===== src/rtl/reg32_mult32to1.sv =====
// Thirty-two-entry, 32-bit register file: one synchronous write port, two combinational
// read ports, with entry 0 hardwired to zero.
module reg32_mult32to1 (
  input  logic        clock,
  input  logic        reset,
  input  logic        write,
  input  logic [4:0]  writeaddr,
  input  logic [31:0] writedata,
  input  logic [4:0]  readaddr1,
  output logic [31:0] readdata1,
  input  logic [4:0]  readaddr2,
  output logic [31:0] readdata2
);

  localparam int unsigned Depth = 32;
  localparam int unsigned Width = 32;

  logic [Width-1:0] words [Depth];

  // r0 has no storage; reads of address 0 see the constant.
  assign words[0] = '0;

  for (genvar i = 1; i < Depth; i++) begin : g_word
    logic             load;
    logic [Width-1:0] word_q;

    assign load = write && (writeaddr == 5'(i));

    // Reset wins over a write presented on the same edge.
    always_ff @(posedge clock) begin
      if (reset) begin
        word_q <= '0;
      end else if (load) begin
        word_q <= writedata;
      end
    end

    assign words[i] = word_q;
  end

  // Two independent 32:1 read multiplexers; no write-to-read bypass.
  always_comb begin
    readdata1 = words[readaddr1];
    readdata2 = words[readaddr2];
  end

endmodule


===== config.mk =====
export PLATFORM = sky130hd
export DESIGN_NAME = reg32_mult32to1
export DESIGN_NICKNAME = d
export VERILOG_FILES = /design/src/rtl/reg32_mult32to1.sv
export SDC_FILE = /design/constraint.sdc
export NUM_CORES = 2
export LEC_CHECK = 0
export ABC_AREA = 1
export CORE_UTILIZATION = 45
export DETAILED_ROUTE_END_ITERATION = 6
export PLACE_DENSITY = 0.68
export SYNTH_ARGS = -nofsm -noshare
export SYNTH_HDL_FRONTEND = slang
export SYNTH_SLANG_ARGS = --single-unit

===== constraint.sdc =====
create_clock -name clock -period 2 [get_ports clock]
set_input_delay 0.2 -clock clock [delete_from_list [all_inputs] [get_ports clock]]
set_output_delay 0.2 -clock clock [all_outputs]
set_load 0.01 [all_outputs]

==> run_results.csv <==
group,metric,value,unit
pwr,pwr-share-clk,0.437,
layout,largest_reg_flops,992,
cts,cts_tree,"built",
grt,grt_pass1_wl,375000,microns
cts,root_buffer,"clkbuf_16",
die,start_util,0.456,
placement,port_buffers,113,
cts,clk_pin_slew,0.06,ns
layout,nets,9253,
die,die_x,354,microns
outcome,violations,"setup timing",
grt,antenna_found_initial,2,
critical_path,critPathLaunchType,"flip-flop",
hold_path,min_from,"writedata[13]",
pwr,p_per_area,703,nW/um^2
yosys,ys_types,20,
cts,clk_latency,0.72,ns
critical_path,endpoint_kind,"primary output",
die,io_pins,114,
cts,clock_path_buffers,3,
yosys,syn_nets,9235,
yosys,dominantRegCellSynth,"dfxtp_1",
cts,htree_num_levels,3,
layout,top_regs,"g_word.word_q x992",
timing,tightest_slew,0.537,ns
grt,grt_overflow,0,
timing,skew,0,ns
placement,dpl-instance-area,63400,sq um
pwr,vdd_drop_max,0.000687,V
yosys,synth_edf_count,0,
layout,final_cell_mix,"nand2_1 (3182), nand3_1 (1846), a21oi_1 (800), dfxtp_2 (570), buf_4 (435)",
detailed_routing,wl_per_cell,23.1,microns
timing,fmax,0.461,GHz
timing,finalCritPeriodShare,1.08,
layout,design_area,71900,sq um
yosys,synth_area,55700,sq um
timing,max_slew_margin,0.642,
timing,hold_ws,0.300,ns
critical_path,cp_max_fo,3,
pwr,power_leakage,27.6,nW
die,dieArea,125000,sq um
yosys,synth-async-reset-ratio,0,
timing,setup_viol,64,
die,die_y,354,microns
outcome,status,"finished with violations",
timing,final_max_slew_viol_count,0,
critical_path,setup.worst_path.class,"reg -> out",
run,cap_violations,0,
placement,routabilityCongestion,0.987,
die,coreArea,122000,sq um
layout,drive_above_1_share,0.252,
critical_path,rr_startpoint,"g_word[2].word_q[30]",
layout,largest-register,"g_word.word_q",
pwr,internal_power,35.6,mW
layout,area_growth,29.0,%
timing,tns,-4.90,ns
layout,final_common_cell,"nand2_1",
critical_path,worstSetupStartpoint,"g_word[19].word_q[3]",
yosys,avgSynthCellArea,6.06,sq um
grt,grt_pass1_vias,61491,
yosys,synth_seq_cells,992,
detailed_routing,drtAntennaViolNets,0,
yosys,synth-warning-count,0,
placement,hpwlAfterDp,159000,microns
die,num_rows,128,
pwr,p_switching,14.9,mW
timing,hold_viol_final,0,
critical_path,r2r_slack,1.13,ns
critical_path,cp.required,1.80,ns
timing,grt_setup_unrepaired,"true",
cts,numClockSinks,992,
detailed_routing,drc,0,
grt,grt_start_max_net_pins,85,
detailed_routing,drt_iter0_drc,10120,
hold_path,hp-class,"in -> reg",
timing,setup_ws,-0.168,ns
pwr,p_sw_frac,0.295,
cts,numCtsBuffers,112,
yosys,seq_area_frac_synth,0.357,
detailed_routing,drtPass1Iterations,7,
detailed_routing,via_per_inst,6.19,
detailed_routing,routed_wl,252000,microns
yosys,synth_cells,9185,
layout,final_util,0.588,
critical_path,arrival,1.97,ns
grt,grt_usage,0.381,
detailed_routing,num_vias,67674,
pwr,p_seq_frac,0.397,
timing,period_minus_slack,2.17,ns
pwr,pwr-share-comb,0.167,
## repair_timing
action	in CTS	in global routing
hold endpoints to repair	22	0
endpoints found under the setup margin	64	64
gates resized for setup	1065	735
setup buffers	12	64
gates cloned	0	2
pin swaps	282	344
hold buffers	1	0
## metal layers
metal / GRT usage / vias up / routed length (microns)
li1: - / 30317 / -
met1: 0.488 / 31190 / 92100
met2: 0.573 / 4975 / 107000
met3: 0.0872 / 1192 / 33500
met4: 0.252 / 0 / 19800
met5: 0 / - / 0
## cells in the mapped netlist (3+ instances only)
cell / count / area [sq um]
inv_2: 7 / 26.3
nor2_1: 197 / 739
a21oi_1: 800 / 4000
nor2_4: 8 / 90.1
buf_4: 24 / 180
a211oi_1: 192 / 1440
inv_1: 207 / 777
dfxtp_1: 992 / 19900
nand4_1: 128 / 801
nor2_2: 3 / 18.8
buf_2: 162 / 811
nand2_2: 7 / 43.8
nand3_1: 2116 / 10600
buf_1: 85 / 319
nand2_1: 3608 / 13500
clkbuf_1: 645 / 2420
## kinds of logic after synthesis
kind of cell | after synthesis | synth area share
simple gates | 6070 | 0.464
buf+inv | 1131 | 0.0815
flops | 992 | 0.357
compound gates | 992 | 0.0978
## layout make-up
| cell class | instances | area, sq um |
|---|---|---|
| Fill cell | 11202 | 50300 |
| Antenna cell | 2 | 5.00 |
| Inverter | 215 | 863 |
| Clock buffer | 159 | 3270 |
| Multi-Input combinational cell | 7062 | 34500 |
| Clock inverter | 52 | 637 |
| Timing Repair Buffer | 820 | 9940 |
| Sequential cell | 992 | 20600 |
| Tap cell | 1625 | 2030 |
## through the flow
step           std cells  setup WS, ns  total power [mW]
6_report           10927        -0.168              50.5
5_1_grt            10926        -0.209              51.6
4_1_cts            10859        -0.171              49.9
3_5_place_dp       10638        -0.448              27.8
3_3_place_gp       10638        -0.450              27.8
2_1_floorplan       9185         0.405              24.1
## worst paths after layout
path         depth (start not counted)                     to
min reg2reg                          2   g_word[12].word_q[7]
min                                  4  g_word[21].word_q[13]
max                                  9           readdata2[3]
max reg2reg                          3   g_word[2].word_q[30]
## critical path, stage by stage, from the launching register on
cell,delay (ns)
dfxtp_2,0.35
nand2_1,0.08
nand3_2,0.08
nand3_2,0.10
nand2_2,0.13
nand2_1,0.08
nand2_1,0.08
nand2_2,0.10
nand2_2,0.13
buf_6,0.11
## power by group through the flow
stage / Combinational, mW / Clock (mW) / Sequential (mW)
finish: 8.42 / 22.0 / 20.0
global route: 8.68 / 22.9 / 20.0
CTS: 7.76 / 22.1 / 20.0
detailed placement: 7.36 / 0 / 20.5
global placement: 7.31 / 0 / 20.5
floorplan: 3.63 / 0 / 20.4
Note: power is estimated with default switching activity, not from simulation.
